`config.mk`:
```
export PLATFORM = sky130hd
export DESIGN_NAME = march_cm_ctrl
export DESIGN_NICKNAME = d
export VERILOG_FILES = /design/src/rtl/bist_pkg.sv /design/src/rtl/bist_rd_cmp.sv /design/src/rtl/march_cm_ctrl.sv
export SDC_FILE = /design/constraint.sdc
export NUM_CORES = 1
export LEC_CHECK = 0
export BUFFER_PORTS_ARGS = -buffer_cell sky130_fd_sc_hd__buf_4
export CAP_MARGIN = 20
export CELL_PAD_IN_SITES_DETAIL_PLACEMENT = 2
export CELL_PAD_IN_SITES_GLOBAL_PLACEMENT = 2
export CORE_MARGIN = 4
export CORE_UTILIZATION = 30
export CTS_BUF_LIST = sky130_fd_sc_hd__clkbuf_2
export DETAILED_ROUTE_END_ITERATION = 8
export GPL_TIMING_DRIVEN = 1
export HOLD_SLACK_MARGIN = 0.03
export PLACE_DENSITY = 0.87
export SLEW_MARGIN = 20
export SYNTH_ARGS = -nofsm -noshare
export SYNTH_HDL_FRONTEND = slang
export SYNTH_SLANG_ARGS = --single-unit
```
`constraint.sdc`:
```
create_clock -name clk -period 1.9 [get_ports clk]
set_input_delay 0.285 -clock clk [delete_from_list [all_inputs] [get_ports clk]]
set_output_delay 0.285 -clock clk [all_outputs]
set_load 0.1 [all_outputs]
```
`src/rtl/bist_pkg.sv`:
```
// Shared types and March C- element tables for the BIST sequencer.
// Table bit i describes element Mi.
package bist_pkg;

  typedef enum logic [2:0] {
    S_IDLE,
    S_SETUP,
    S_OP1,
    S_OP2,
    S_DRAIN,
    S_DONE
  } state_t;

  localparam int NUM_ELEM     = 6;
  localparam int MAX_READ_LAT = 4;

  // Up-counting elements: M0..M2.
  localparam logic [NUM_ELEM-1:0] ELEM_UP     = 6'b000111;
  // Elements with a read followed by a write: M1..M4.
  localparam logic [NUM_ELEM-1:0] ELEM_TWO_OP = 6'b011110;
  // First operation is a read everywhere except M0.
  localparam logic [NUM_ELEM-1:0] OP1_READ    = 6'b111110;
  // Data value of the first op (w0, r0, r1, r0, r1, r0).
  localparam logic [NUM_ELEM-1:0] OP1_DATA    = 6'b010100;
  // Data value of the second op (M1 w1, M2 w0, M3 w1, M4 w0).
  localparam logic [NUM_ELEM-1:0] OP2_DATA    = 6'b001010;

endpackage

```
`src/rtl/bist_rd_cmp.sv`:
```
// Read-compare pipeline: delays each read's expectation by READ_LAT cycles,
// compares it against the returned data and latches the first mismatch.
module bist_rd_cmp
  import bist_pkg::*;
#(
  parameter int ADDR_W   = 8,
  parameter int DATA_W   = 8,
  parameter int READ_LAT = 1
) (
  input  logic              clk,
  input  logic              rst_n,
  input  logic              clear,
  input  logic              push,
  input  logic              exp_bit,
  input  logic [ADDR_W-1:0] addr,
  input  logic [2:0]        elem,
  input  logic [DATA_W-1:0] rdata,
  output logic              first_mismatch,
  output logic              fail,
  output logic [ADDR_W-1:0] fail_addr,
  output logic [2:0]        fail_elem
);

  logic [READ_LAT-1:0] vld_q;
  logic [READ_LAT-1:0] exp_q;
  logic [ADDR_W-1:0]   addr_q [READ_LAT];
  logic [2:0]          elem_q [READ_LAT];
  logic                mismatch;

  always_ff @(posedge clk or negedge rst_n) begin
    if (!rst_n) begin
      vld_q <= '0;
      exp_q <= '0;
      for (int i = 0; i < READ_LAT; i++) begin
        addr_q[i] <= '0;
        elem_q[i] <= '0;
      end
    end else begin
      vld_q[0]  <= push;
      exp_q[0]  <= exp_bit;
      addr_q[0] <= addr;
      elem_q[0] <= elem;
      for (int i = 1; i < READ_LAT; i++) begin
        vld_q[i]  <= vld_q[i-1];
        exp_q[i]  <= exp_q[i-1];
        addr_q[i] <= addr_q[i-1];
        elem_q[i] <= elem_q[i-1];
      end
    end
  end

  assign mismatch       = vld_q[READ_LAT-1] &&
                          (rdata != {DATA_W{exp_q[READ_LAT-1]}});
  assign first_mismatch = mismatch && !fail;

  // Only the first mismatch of a run is recorded; later ones leave it intact.
  always_ff @(posedge clk or negedge rst_n) begin
    if (!rst_n) begin
      fail      <= 1'b0;
      fail_addr <= '0;
      fail_elem <= '0;
    end else if (clear) begin
      fail      <= 1'b0;
      fail_addr <= '0;
      fail_elem <= '0;
    end else if (first_mismatch) begin
      fail      <= 1'b1;
      fail_addr <= addr_q[READ_LAT-1];
      fail_elem <= elem_q[READ_LAT-1];
    end
  end

endmodule

```
`src/rtl/march_cm_ctrl.sv`:
```
// March C- BIST sequencer driving an address generator and a memory port.
// Optional macro BIST_STOP_ON_FAIL_EN: end the test at the first mismatch.
module march_cm_ctrl
  import bist_pkg::*;
#(
  parameter int ADDR_W   = 8,
  parameter int DATA_W   = 8,
  parameter int READ_LAT = 1
) (
  input  logic              clk,
  input  logic              rst_n,
  input  logic              start,
  output logic              gen_rst,
  output logic              gen_preset,
  output logic              gen_en,
  output logic              gen_up,
  input  logic [ADDR_W-1:0] gen_addr,
  input  logic              gen_last,
  output logic              mem_we,
  output logic              mem_re,
  output logic [DATA_W-1:0] mem_wdata,
  input  logic [DATA_W-1:0] mem_rdata,
  output logic              busy,
  output logic              done,
  output logic              fail,
  output logic [ADDR_W-1:0] fail_addr,
  output logic [2:0]        fail_elem
);

  localparam int                DRAIN_W    = $clog2(MAX_READ_LAT);
  localparam logic [DRAIN_W-1:0] DRAIN_LAST = DRAIN_W'(READ_LAT - 1);
  localparam logic [2:0]        LAST_ELEM  = 3'(NUM_ELEM - 1);

  state_t               state, next_state;
  logic [2:0]           elem_q, elem_d;
  logic                 at_last_q, at_last_d;
  logic [DRAIN_W-1:0]   drain_q, drain_d;
  logic                 done_q, done_d;
  logic                 rd_push, rd_exp, rd_clear;
  logic                 first_mismatch, stop_now, last_op;

`ifdef BIST_STOP_ON_FAIL_EN
  assign stop_now = first_mismatch;
`else
  assign stop_now = 1'b0;
`endif

  always_ff @(posedge clk or negedge rst_n) begin
    if (!rst_n) begin
      state     <= S_IDLE;
      elem_q    <= '0;
      at_last_q <= 1'b0;
      drain_q   <= '0;
      done_q    <= 1'b0;
    end else begin
      state     <= next_state;
      elem_q    <= elem_d;
      at_last_q <= at_last_d;
      drain_q   <= drain_d;
      done_q    <= done_d;
    end
  end

  // at_last marks the sweep's final address: its last op must not step the generator.
  always_comb begin
    next_state = state;
    elem_d     = elem_q;
    at_last_d  = at_last_q;
    drain_d    = '0;
    done_d     = done_q;
    gen_rst    = 1'b0;
    gen_preset = 1'b0;
    gen_en     = 1'b0;
    gen_up     = 1'b0;
    mem_we     = 1'b0;
    mem_re     = 1'b0;
    mem_wdata  = '0;
    rd_push    = 1'b0;
    rd_exp     = 1'b0;
    rd_clear   = 1'b0;
    last_op    = 1'b0;
    case (state)
      S_IDLE: begin
        if (start) begin
          next_state = S_SETUP;
          elem_d     = '0;
          done_d     = 1'b0;
          rd_clear   = 1'b1;
        end
      end
      S_SETUP: begin
        gen_up     = ELEM_UP[elem_q];
        gen_rst    = ELEM_UP[elem_q];
        gen_preset = !ELEM_UP[elem_q];
        at_last_d  = 1'b0;
        next_state = S_OP1;
      end
      S_OP1, S_OP2: begin
        gen_up = ELEM_UP[elem_q];
        if (stop_now) begin
          next_state = S_DRAIN;
        end else begin
          if (state == S_OP1) begin
            if (OP1_READ[elem_q]) begin
              mem_re  = 1'b1;
              rd_push = 1'b1;
              rd_exp  = OP1_DATA[elem_q];
            end else begin
              mem_we    = 1'b1;
              mem_wdata = {DATA_W{OP1_DATA[elem_q]}};
            end
            last_op = !ELEM_TWO_OP[elem_q];
            if (ELEM_TWO_OP[elem_q]) next_state = S_OP2;
          end else begin
            mem_we    = 1'b1;
            mem_wdata = {DATA_W{OP2_DATA[elem_q]}};
            last_op   = 1'b1;
          end
          if (last_op) begin
            if (at_last_q) begin
              if (elem_q == LAST_ELEM) begin
                next_state = S_DRAIN;
              end else begin
                elem_d     = elem_q + 3'd1;
                next_state = S_SETUP;
              end
            end else begin
              gen_en     = 1'b1;
              at_last_d  = gen_last;
              next_state = S_OP1;
            end
          end
        end
      end
      S_DRAIN: begin
        if (drain_q == DRAIN_LAST) begin
          next_state = S_DONE;
          done_d     = 1'b1;
        end else begin
          drain_d = drain_q + 1'b1;
        end
      end
      S_DONE: begin
        next_state = S_IDLE;
      end
      default: begin
        next_state = S_IDLE;
      end
    endcase
  end

  assign busy = (state != S_IDLE) && (state != S_DONE);
  assign done = done_q;

  bist_rd_cmp #(
    .ADDR_W   (ADDR_W),
    .DATA_W   (DATA_W),
    .READ_LAT (READ_LAT)
  ) u_rd_cmp (
    .clk            (clk),
    .rst_n          (rst_n),
    .clear          (rd_clear),
    .push           (rd_push),
    .exp_bit        (rd_exp),
    .addr           (gen_addr),
    .elem           (elem_q),
    .rdata          (mem_rdata),
    .first_mismatch (first_mismatch),
    .fail           (fail),
    .fail_addr      (fail_addr),
    .fail_elem      (fail_elem)
  );

endmodule

```
Word level (Yosys, flattened, before mapping)
Memory sizes are Yosys's and may differ from the RTL's.
Cells that the tools add are included.
{"block": "totals", "latchBits": 0, "memories": 5, "reg_bits": 35, "elab_cells": 107, "output_inout_bits": 28, "rom_bits": 40, "ram_bits": 0, "input_bits": 20}
{"block": "classes", "addsub": 2, "eq_ne": 14, "shift": 0, "div": 0, "mul": 0, "reduce_logical": 19, "order_cmp": 1, "muxes": 54, "bitwise_logic": 0}
{"memory": "(no name shown)", "depth": 8, "width": 1, "read_ports": 1, "rd_ports_with_merged_regs": 0, "wr": 0, "line_no": "march_cm_ctrl.sv:116", "source": "mem_wdata = {DATA_W{OP2_DATA[elem_q]}};"}
{"memory": "(no name shown)", "depth": 8, "width": 1, "read_ports": 1, "rd_ports_with_merged_regs": 0, "wr": 0, "line_no": "march_cm_ctrl.sv:113", "source": "if (ELEM_TWO_OP[elem_q]) next_state = S_OP2;"}
{"memory": "(no name shown)", "depth": 8, "width": 1, "read_ports": 1, "rd_ports_with_merged_regs": 0, "wr": 0, "line_no": "march_cm_ctrl.sv:110", "source": "mem_wdata = {DATA_W{OP1_DATA[elem_q]}};"}
{"memory": "(no name shown)", "depth": 8, "width": 1, "read_ports": 1, "rd_ports_with_merged_regs": 0, "wr": 0, "line_no": "march_cm_ctrl.sv:104", "source": "if (OP1_READ[elem_q]) begin"}
{"memory": "(no name shown)", "depth": 8, "width": 1, "read_ports": 1, "rd_ports_with_merged_regs": 0, "wr": 0, "line_no": "march_cm_ctrl.sv:99", "source": "gen_up = ELEM_UP[elem_q];"}
{"operator": "$mux W8", "count": 5}
{"operator": "$mux W3", "count": 13}
{"operator": "$mux W1", "count": 30}
{"operator": "$pmux W3 S4", "count": 1}
{"operator": "$ne A2 B2 Y1 const B", "count": 5}
{"operator": "$ne A3 B3 Y1 const B", "count": 3}
{"operator": "$ne A8 B8 Y1", "count": 1}
{"operator": "$reduce_bool A2 Y1", "count": 4}
{"operator": "$eq A3 B2 Y1 const B", "count": 2}
{"operator": "$eq A3 B3 Y1 const B", "count": 2}
{"operator": "$pmux W3 S2", "count": 1}
{"operator": "$reduce_and A5 Y1", "count": 1}
{"operator": "$lt A3 B4 Y1 const B", "count": 1}
{"operator": "$mux W2", "count": 2}
{"operator": "$pmux W1 S2", "count": 2}
{"operator": "$reduce_and A4 Y1", "count": 1}
{"operator": "$add A3 B1 Y3 const B", "count": 1}
{"operator": "$eq A3 B1 Y1 const B", "count": 1}
{"operator": "$logic_and A1 B1 Y1", "count": 3}
{"operator": "$logic_not A1 Y1", "count": 3}
{"operator": "$logic_not A3 Y1", "count": 1}
{"operator": "$reduce_and A3 Y1", "count": 1}
{"operator": "$reduce_bool A3 Y1", "count": 1}
{"operator": "$reduce_or A3 Y1", "count": 1}
{"operator": "4 further kinds", "count": 4}

Depth between registers and ports, before layout
Gate-level depths: netlist of run 1.
{"block": "logic_depth", "word_depth": 7, "ltp_mapped": 7, "mapped_depth_nobuf": 6}

By module
From an unflattened synthesis of run 1, not the netlist that was laid out.
{"block": "hier_totals", "hier_cells": 160, "hier_area_um2": 1759.2}
{"module": "bist_rd_cmp", "instances": 1, "cells_each": 71, "seq_area_each_um2": 625.6, "area_per_inst_um2": 977.2}
{"module": "march_cm_ctrl", "instances": 1, "cells_each": 89, "seq_area_each_um2": 250.2, "area_per_inst_um2": 782.0}

Worst setup path after synthesis of run 1
Ideal clock, no wire load.
{"block": "synth_timing", "path_type": "reg-to-output", "startpoint": "register elem_q[0]", "endpoint": "output mem_wdata[1]", "arrival_ns": 3.825, "setup_slack_ns": -2.210, "path_buffers": 1, "path_stages_with_launch": 8, "required_ns": 1.615, "path_cell_list": "dfrtp_1 inv_1 ha_1 nand2_1 nor2_1 a21oi_1 nor3_1 buf_4"}
{"block": "synth_between", "elab_chain_len": 5, "word_cells_on_any_way": 9, "classes_between": "6 x mux; 3 x memory"}
{"item": "from (decl)", "line_no": "march_cm_ctrl.sv:35", "source": "logic [2:0] elem_q, elem_d;"}
{"item": "from (signal assigned)", "line_no": "march_cm_ctrl.sv:57", "source": "elem_q <= elem_d;"}
{"item": "$mem_v2 Z8 W1, on equally long branches"}
{"item": "$mux W1, on equally long branches", "line_no": "march_cm_ctrl.sv:110, march_cm_ctrl.sv:104"}
{"item": "$mux W8", "line_no": "march_cm_ctrl.sv:104"}
{"item": "$mux W8 *", "line_no": "march_cm_ctrl.sv:103", "source": "if (state == S_OP1) begin"}
{"item": "$mux W8 *", "line_no": "march_cm_ctrl.sv:82", "source": "case (state)"}
{"item": "to (decl)", "line_no": "march_cm_ctrl.sv:21", "source": "output logic [DATA_W-1:0] mem_wdata,"}
Mark *: on every way between the ends. The rest lies on a longest branch, timed or not. The select of a mux whose other input is x is not followed.

Worst setup path in the final report of run 1
Same ends and word-level chain as after synthesis.

==> results_dict.tcl, run 1 <==
set metrics [dict create \
    hold_path.class "in2reg" \
    yosysSeqAreaShare_pct 50.3 \
    cts.clk_slew.worst_paths_ps 220 \
    worst-path-stages 9 \
    grt_pass1_wl_mm 10.2 \
    via_per_inst 5.00 \
    cpMostUsedCell "buf_6" \
    timing.critical_path.to "mem_wdata[1]" \
    clkLatencyLatePin_ps 420 \
    start_kind "register" \
    grt_max_degree 36 \
    critPathMaxFanout 4 \
    maxCapViolations 0 \
    yosys-top-cells-area "dfrtp_1 50%, ha_1 5.0%, a21boi_1 4.3%" \
    synthesis.area_mm2 0.00174 \
    synthDistinctLibCells 40 \
    overflow 0 \
    layout_common_cells "50 x buf_4, 32 x dfrtp_1, 14 x nand3_1, 13 x buf_12, 12 x o21ai_0" \
    setup_ws_ps -443 \
    r2r.worst_path.cells 7 \
    cts_made_buffers 5 \
    worst-r2r-setup-slack_ps -220 \
    hpwl_mm 3.60 \
    stdcell_count 311 \
    pre_cts_slack_ps -178 \
    cts_root_buf "clkbuf_2" \
    required_ps 1620 \
    cp_top_family "buffers and inverters" \
    die_h_um 84.2 \
    crit_path_cell_trace "inv_4, buf_6, ha_4, nand2_1, nor2_1, a21oi_2, nor3_4, buf_6, buf_12" \
    synth-main-ff-cell "dfrtp_1" \
    drtIter0Drc 59 \
    cp_num_buf_inv 4 \
    async_flop_share_pct 100 \
    grt_pass1_vias 1804 \
    clock-sinks 35 \
    fin_crit_sh_pct 123 \
    rows 27 \
    core_area_mm2 0.00557 \
    status "finished with violations" \
    htreeDepth 2 \
    num_vias 1556 \
    place.port_buffers 47 \
    tns_ps -5270 \
    wl_per_cell_um 19.9 \
    crit_start "elem_q[0]$_DFFE_PN0P_" \
    yosys_warnings 0 \
    syn_inst 165 \
    worstMarginPinSlew_ps 525 \
    nets 265 \
    worstSetupPathType "reg2out" \
    synth_top_area_share_pct 50.3 \
    timing.rr.end "elem_q[0]$_DFFE_PN0P_" \
    slowest_stage "dfrtp_2" \
    failed_checks "setup timing" \
    hold_viol_final 0 \
    n_antenna_cell 0 \
    finClkSkew_ps 18.1 \
    slowest_delay_ps 480 \
    drive_above_1_share_pct 49.0 \
    cts_tree "yes" \
    cts_buffer_depth 2 \
    grt_antenna_before_repair 0 \
    wirelength_mm 6.20 \
    dieArea_mm2 0.00708 \
    slew-limit-headroom_pct 65.0 \
    synth.ff_latch_count 35 \
    ioPinCount 48 \
    slew_violations 0 \
    die_w_um 84.2 \
    areaGrowthSynthToFinish_pct 61.5 \
    final_common_cell "buf_4" \
    track_usage_pct 18.6 \
    gp_congestion 0.751 \
    worst_ep_arrival_time_ps 2060 \
    whs_ps 139 \
    post_synth.cell_area_avg_um2 10.5 \
    fin_crit_ps 2340 \
    yosysTopAreaCell "dfrtp_1" \
    synth_fp_nets 192 \
    first_pass_iters 4 \
    max_freq_ghz 0.427 \
    ant_nets 0 \
    rsz0062_at_grt "yes" \
    start_util_pct 31.2 \
    drc_errors 0 \
    cp-end-kind "output port" \
    synth_edf_count 0 \
    dpl.cell_count 281 \
    r2r-start "elem_q[0]$_DFFE_PN0P_" \
    final-setup-viol-count 16 \
]
-- repair_timing --
item                       4_1_cts  5_1_grt
hold buffers                     9        0
setup endpoints to repair       19       20
pin swaps                        8        4
resized for setup               63        8
buffers inserted                14        1
hold endpoints to repair        43        0
-- logic make-up after synthesis --
family / after synthesis / share of synthesized area, %
adder cells (fa/ha/maj): 7 / 5.03
AND/OR/NAND/NOR: 54 / 17.3
buffers and inverters: 24 / 9.20
AO/OA/AOI/OAI: 43 / 16.9
multiplexers: 2 / 1.22
flip-flops: 35 / 50.3
-- cells in the mapped netlist (3+ instances only) --
cell type / number
dfrtp_1: 35
nand3_1: 15
o21ai_0: 12
a21boi_1: 10
nor2_1: 10
nand2_1: 8
buf_4: 7
ha_1: 7
a21oi_1: 6
inv_1: 6
buf_6: 4
a21boi_0: 3
a31oi_1: 3
clkbuf_1: 3
nor3_1: 3
nor3b_1: 3
-- tightest hold or removal path, stage by stage --
cell     delay, ps
buf_4           80
a31oi_1         70
nor2_1         110
-- flip-flops by register name, indices dropped and copies added, names as in the netlist --
signal / cells
at_last_q: 1
state: 3
u_rd_cmp.fail_elem: 3
elem_q: 3
u_rd_cmp.vld_q: 1
u_rd_cmp.exp_q: 1
u_rd_cmp.elem_q: 3
u_rd_cmp.fail_addr: 8
u_rd_cmp.fail: 1
u_rd_cmp.addr_q: 8
done: 1
drain_q: 2
-- final cells by class --
class | instances | area, µm²
multi-input combinational | 106 | 878
sequential | 35 | 880
clock inverter | 3 | 43.8
tap | 72 | 90.1
clock buffer | 5 | 25.0
inverter | 6 | 28.8
timing repair buffer | 84 | 865
fill | 567 | 2760
-- worst min path at each step --
stage,from,endpoint,slack (ps),cells past startpoint
detailed placement,rst_n,u_rd_cmp.fail$_DFFE_PN0P_,270,1
global route,gen_last,at_last_q$_DFFE_PN0P_,140,3
finish,gen_last,at_last_q$_DFFE_PN0P_,140,3
global placement,rst_n,u_rd_cmp.fail$_DFFE_PN0P_,270,1
CTS,gen_last,at_last_q$_DFFE_PN0P_,130,3
floorplan,rst_n,at_last_q$_DFFE_PN0P_,-10,0
-- through the flow --
stage	cell area [µm²]	util [%]
2_1_floorplan	1850	-
5_1_grt	2810	50.4
4_1_cts	2770	49.6
6_report	2810	50.4
3_3_place_gp	2260	40.5
3_5_place_dp	2260	40.5
-- metal layers --
metal / vias to the layer above / GRT usage, % / wire (µm)
met5: - / 0 / 0
met4: 0 / 4.53 / 95
met3: 5 / 4.12 / 240
met2: 34 / 35.2 / 3470
met1: 790 / 20.9 / 2390
li1: 727 / - / -
Power of run 1 is not shown: default switching activity piles up to over one toggle a cycle in this logic, so the estimate is an artifact.
==> run 2, diff against run 1 <==
Settings changed: CORE_UTILIZATION 30 to 29, CTS_BUF_LIST sky130_fd_sc_hd__clkbuf_2 to unset, MAX_ROUTING_LAYER set to met4, PLACE_DENSITY 0.87 to 0.84.
==> run 2 against run 1 <==
Against the previous run: the run still ends with setup timing left; setup slack gained 200 ps; die area grew 3.1%; critical path depth shrank 3; non-clock buffer count decreased by 11; count of clock-buffer cells in the layout grew 1; first-iteration DRC count fell by 41%; global-route usage fell by 1.5 points; register-to-register slack gained 20 ps; fmax increased by 9.2%; critical path type unchanged; critical endpoint is now gen_en; largest cell class unchanged.
==> results_dict.tcl, run 2 (same netlist as run 1, synthesis figures left out) <==
set metrics [dict create \
    fin_crit_ps 2140 \
    reg_top3 "u_rd_cmp.addr_q (8), u_rd_cmp.fail_addr (8)" \
    gp_congestion 0.772 \
    max_freq_ghz 0.466 \
    die_w_um 85.5 \
    first_pass_iters 4 \
    timing.rr.end "state[0]$_DFFE_PN0P_" \
    grt_antenna_before_repair 0 \
    track_usage_pct 17.1 \
    cp-end-kind "output port" \
    cts_tree "yes" \
    wl_per_cell_um 19.0 \
    overflow 0 \
    finClkSkew_ps 7.23 \
    fin_util_pct 47.7 \
    grt_pass1_vias 1789 \
    drc_errors 0 \
    failed_checks "setup timing" \
    slew_violations 0 \
    r2r-start "elem_q[0]$_DFFE_PN0P_" \
    final_common_cell "buf_4" \
    core_area_mm2 0.00568 \
    n_antenna_cell 0 \
    clkLatencyLatePin_ps 290 \
    status "finished with violations" \
    required_ps 1620 \
    worstMarginPinSlew_ps 466 \
    final-setup-viol-count 16 \
    dieArea_mm2 0.00731 \
    clock-sinks 35 \
    hold_path.class "in2reg" \
    cts_root_buf "clkbuf_8" \
    hpwl_mm 3.68 \
    pre_cts_slack_ps -177 \
    slew-limit-headroom_pct 68.9 \
    grt_pass1_wl_mm 9.40 \
    areaGrowthSynthToFinish_pct 55.6 \
    via_per_inst 5.01 \
    hold_viol_final 0 \
    cts.clk_slew.worst_paths_ps 80 \
    rows 27 \
    wirelength_mm 5.71 \
    critPathMaxFanout 2 \
    ant_nets 0 \
    rsz0062_at_grt "yes" \
    fin_crit_sh_pct 113 \
    die_h_um 85.5 \
    whs_ps 96.3 \
    worstSetupPathType "reg2out" \
    min_path_cells 1 \
    r2r.worst_path.cells 9 \
    cts_buffer_depth 2 \
    maxCapViolations 0 \
    num_vias 1504 \
    worstHoldEndpoint "u_rd_cmp.addr_q[0]$_DFF_PN0_" \
    worst-r2r-setup-slack_ps -200 \
    nets 254 \
    ioPinCount 48 \
    drtIter0Drc 35 \
    tns_ps -2030 \
    start_util_pct 30.7 \
    place.port_buffers 47 \
    htreeDepth 2 \
    worst_ep_arrival_time_ps 1860 \
    min_from "gen_addr[0]" \
    cts_made_buffers 5 \
    layout_common_cells "49 x buf_4, 31 x dfrtp_1, 15 x nand3_1, 11 x o21ai_0, 11 x a21boi_1" \
    drive_above_1_share_pct 50.4 \
    setup_ws_ps -245 \
    start_kind "register" \
    grt_max_degree 36 \
]
[run 2: changes by cell type in the layout (fill, tap and decap cells not counted), sizes merged]
cell and change:
dlygate4sd3 -8, clkbuf +1, bufinv -1, buf -3
clkinvlp +1, clkinv -1
[run 2: routing by layer]
layer / track usage [%] / vias up / part of all wire, %
li1: - / 699 / -
met1: 19.4 / 772 / 40
met2: 30.7 / 28 / 55
met3: 3.50 / 5 / 3.8
met4: 3.88 / 0 / 0.75
met5: - / - / 0
[run 2: stage by stage]
stage	cell area [µm²]	instances
after floorplan	1850	165
after global placement	2270	283
after detailed placement	2270	283
after CTS	2630	297
after global routing	2710	300
final	2710	300
[run 2: timing repair]
action | in CTS | in global routing
pin swaps | 9 | 5
hold endpoints to repair | 35 | 0
endpoints found under the setup margin | 20 | 21
setup buffers | 6 | 5
hold buffers | 1 | 0
gates cloned | 0 | 0
resized for setup | 50 | 17
[run 2: final cells by class]
class,instances,area [µm²]
clock inverter,2,12.5
tap,72,90.1
inverter,6,28.8
timing repair buffer,73,761
fill,590,2970
multi-input combinational,106,863
sequential,35,881
clock buffer,6,72.6
[run 2: worst max-delay path by stage]
stage                                      from                    end  cells past startpoint
after floorplan           elem_q[0]$_DFFE_PN0P_           mem_wdata[1]                      7
after global placement    elem_q[0]$_DFFE_PN0P_                 gen_en                      6
after global routing      elem_q[1]$_DFFE_PN0P_                 gen_en                      6
after CTS                 elem_q[0]$_DFFE_PN0P_                 gen_en                      6
final                     elem_q[0]$_DFFE_PN0P_                 gen_en                      6
after detailed placement  elem_q[0]$_DFFE_PN0P_  elem_q[0]$_DFFE_PN0P_                      7
[run 2: worst max-delay path, cell delays in order (launching register included)]
cell and delay [ps]:
dfrtp_2 380, inv_2 60, ha_4 150, and2b_2 190, or4_4 420, nor3b_4 180
buf_12 180
Power of run 2 is left out for the same reason.
==> run 3, diff against run 2 <==
--- a/config.mk
+++ b/config.mk
@@ -9,6 +9,4 @@
 export CAP_MARGIN = 20
-export CELL_PAD_IN_SITES_DETAIL_PLACEMENT = 2
-export CELL_PAD_IN_SITES_GLOBAL_PLACEMENT = 2
 export CORE_MARGIN = 4
-export CORE_UTILIZATION = 29
+export CORE_UTILIZATION = 30
 export DETAILED_ROUTE_END_ITERATION = 8
@@ -17,3 +15,3 @@
 export MAX_ROUTING_LAYER = met4
-export PLACE_DENSITY = 0.84
+export PLACE_DENSITY = 0.62
 export SLEW_MARGIN = 20
--- a/constraint.sdc
+++ b/constraint.sdc
@@ -3,2 +3,2 @@
 set_output_delay 0.285 -clock clk [all_outputs]
-set_load 0.1 [all_outputs]
+set_load 0.05 [all_outputs]
==> run 3 against run 2 <==
Against the previous run: the run still ends with setup timing left; routed wire length fell by 26%; sequential share of layout area rose by 2.1 points; via count fell by 4.3%; core utilization fell by 2.2 points; die area fell by 3.0%; non-clock buffer count fell by 5; worst hold slack improved by 2.7 ps; clock skew fell by 0.58 ps; final area fell by 6.3%; critical path depth did not move; critical path type unchanged; critical endpoint unchanged.
==> results_dict.tcl, run 3 (same netlist as run 1, synthesis figures left out) <==
set metrics [dict create \
    status "finished with violations" \
    failed_checks "setup timing" \
    rows 27 \
    multiInputGateArea_um2 805 \
    track_usage_pct 12.9 \
    fin_crit_ps 2100 \
    first_pass_iters 4 \
    layout_common_cells "51 x buf_4, 32 x dfrtp_1, 15 x nand3_1, 12 x o21ai_0" \
    start_kind "register" \
    gp_congestion 0.766 \
    num_vias 1439 \
    hold_path.class "in2reg" \
    maxCapViolations 0 \
    place.port_buffers 47 \
    worst-r2r-setup-slack_ps -120 \
    ioPinCount 48 \
    slowest_stage "or4_4" \
    via_per_inst 4.88 \
    slew_violations 0 \
    nets 249 \
    cts.clk_slew.worst_paths_ps 80 \
    drive_above_1_share_pct 44.4 \
    timing.rr.end "elem_q[0]$_DFFE_PN0P_" \
    max_freq_ghz 0.476 \
    die_w_um 84.2 \
    r2r.worst_path.cells 7 \
    grt_antenna_before_repair 0 \
    r2r-start "elem_q[1]$_DFFE_PN0P_" \
    critPathMaxFanout 2 \
    min_from "gen_addr[6]" \
    areaGrowthSynthToFinish_pct 45.8 \
    dieArea_mm2 0.00708 \
    grt_max_degree 36 \
    hpwl_mm 2.85 \
    min_path_cells 1 \
    cts_made_buffers 5 \
    regArea_um2 880 \
    worstMarginPinSlew_ps 515 \
    drc_errors 0 \
    cts_buffer_depth 2 \
    stdcell_count 295 \
    drtIter0Drc 57 \
    cts_root_buf "clkbuf_8" \
    fin_crit_sh_pct 111 \
    final-setup-viol-count 13 \
    worstHoldEndpoint "u_rd_cmp.addr_q[6]$_DFF_PN0_" \
    core_area_mm2 0.00557 \
    required_ps 1620 \
    wl_per_cell_um 14.3 \
    slew-limit-headroom_pct 65.2 \
    fin_util_pct 45.5 \
    worst_ep_arrival_time_ps 1820 \
    fillers 533 \
    clkLatencyLatePin_ps 290 \
    ant_nets 0 \
    ir_drop_mv 0.751 \
    worstSetupPathType "reg2out" \
    stdcell_area_mm2 0.00254 \
    crit_start "elem_q[1]$_DFFE_PN0P_" \
    finClkSkew_ps 6.65 \
    clock-sinks 35 \
    reg_top3 "u_rd_cmp.addr_q (8), u_rd_cmp.fail_addr (8)" \
    rsz0062_at_grt "yes" \
    grt_pass1_wl_mm 7.19 \
    p_per_area_mw_per_mm2 1880 \
    crit_path_cell_trace "inv_2, ha_4, and2b_2, or4_4, nor3b_4, buf_6" \
    overflow 0 \
    slowest_delay_ps 420 \
    wirelength_mm 4.21 \
    final_common_cell "buf_4" \
    p_total_uw 4780 \
    setup_ws_ps -201 \
    cts_tree "yes" \
    cp-end-kind "output port" \
    p_leak_uw 0.00113 \
    start_util_pct 31.2 \
    grt_pass1_vias 1535 \
    dpl.cell_count 280 \
    n_antenna_cell 0 \
    htreeDepth 2 \
    pre_cts_slack_ps -49.3 \
    placed_cell_area_mm2 0.00218 \
    hold_viol_final 0 \
    die_h_um 84.2 \
]
-- run 3: changes by cell type in the layout (fill, tap and decap cells not counted), sizes merged --
cell    before  now
clkbuf       6    5
buf         72   67
inv          5    6
-- run 3: per-stage QoR --
stage / hold WS (ps) / TNS, ps
after floorplan: -10.6 / -2640
after global placement: 267 / -33.1
after detailed placement: 269 / -50.6
after CTS: 91.2 / -1850
after global routing: 87.7 / -2830
final: 99.0 / -1600
-- run 3: power breakdown --
group	internal (µW)	switching, µW	leakage, µW	total (µW)
clock network	255	279	0.0000402	533
registers	997	201	0.000437	1200
logic	1220	1820	0.000649	3040
total	2470	2300	0.00113	4780
-- run 3: worst max-delay path: cells and delay by family, from the launching register on --
kind                       cells  cell delay [ps]
adders and majority gates      1              150
buffers and inverters          2              220
DFF                            1              370
and+or+nand+nor                3              780
-- run 3: worst max-delay path by stage --
stage / cells past startpoint / endpoint
after floorplan: 4 / gen_rst
after global placement: 6 / gen_en
after detailed placement: 6 / gen_en
after CTS: 6 / gen_en
after global routing: 6 / gen_en
final: 6 / gen_en
-- run 3: area by class of cell --
type	count	share of cell area, %
Sequential cell	35	34.7
Multi-Input combinational cell	106	31.7
Timing Repair Buffer	68	25.7
Tap cell	72	3.55
Clock buffer	5	2.71
Inverter	6	0.888
Clock inverter	3	0.789
-- run 3: what timing repair did --
| item | in CTS | in global routing |
|---|---|---|
| setup buffers | 5 | 2 |
| hold endpoints to repair | 35 | 0 |
| endpoints found under the setup margin | 12 | 15 |
| hold buffers | 1 | 0 |
| pin swaps | 5 | 1 |
| gates resized for setup | 41 | 6 |
-- run 3: per-layer routing --
layer | GRT usage, % | share of wire (%)
met5 | - | 0
met4 | 5.26 | 1.8
met3 | 3.14 | 4.3
met2 | 21.7 | 51
met1 | 14.7 | 42
Note: power is estimated with default switching activity, not from simulation.
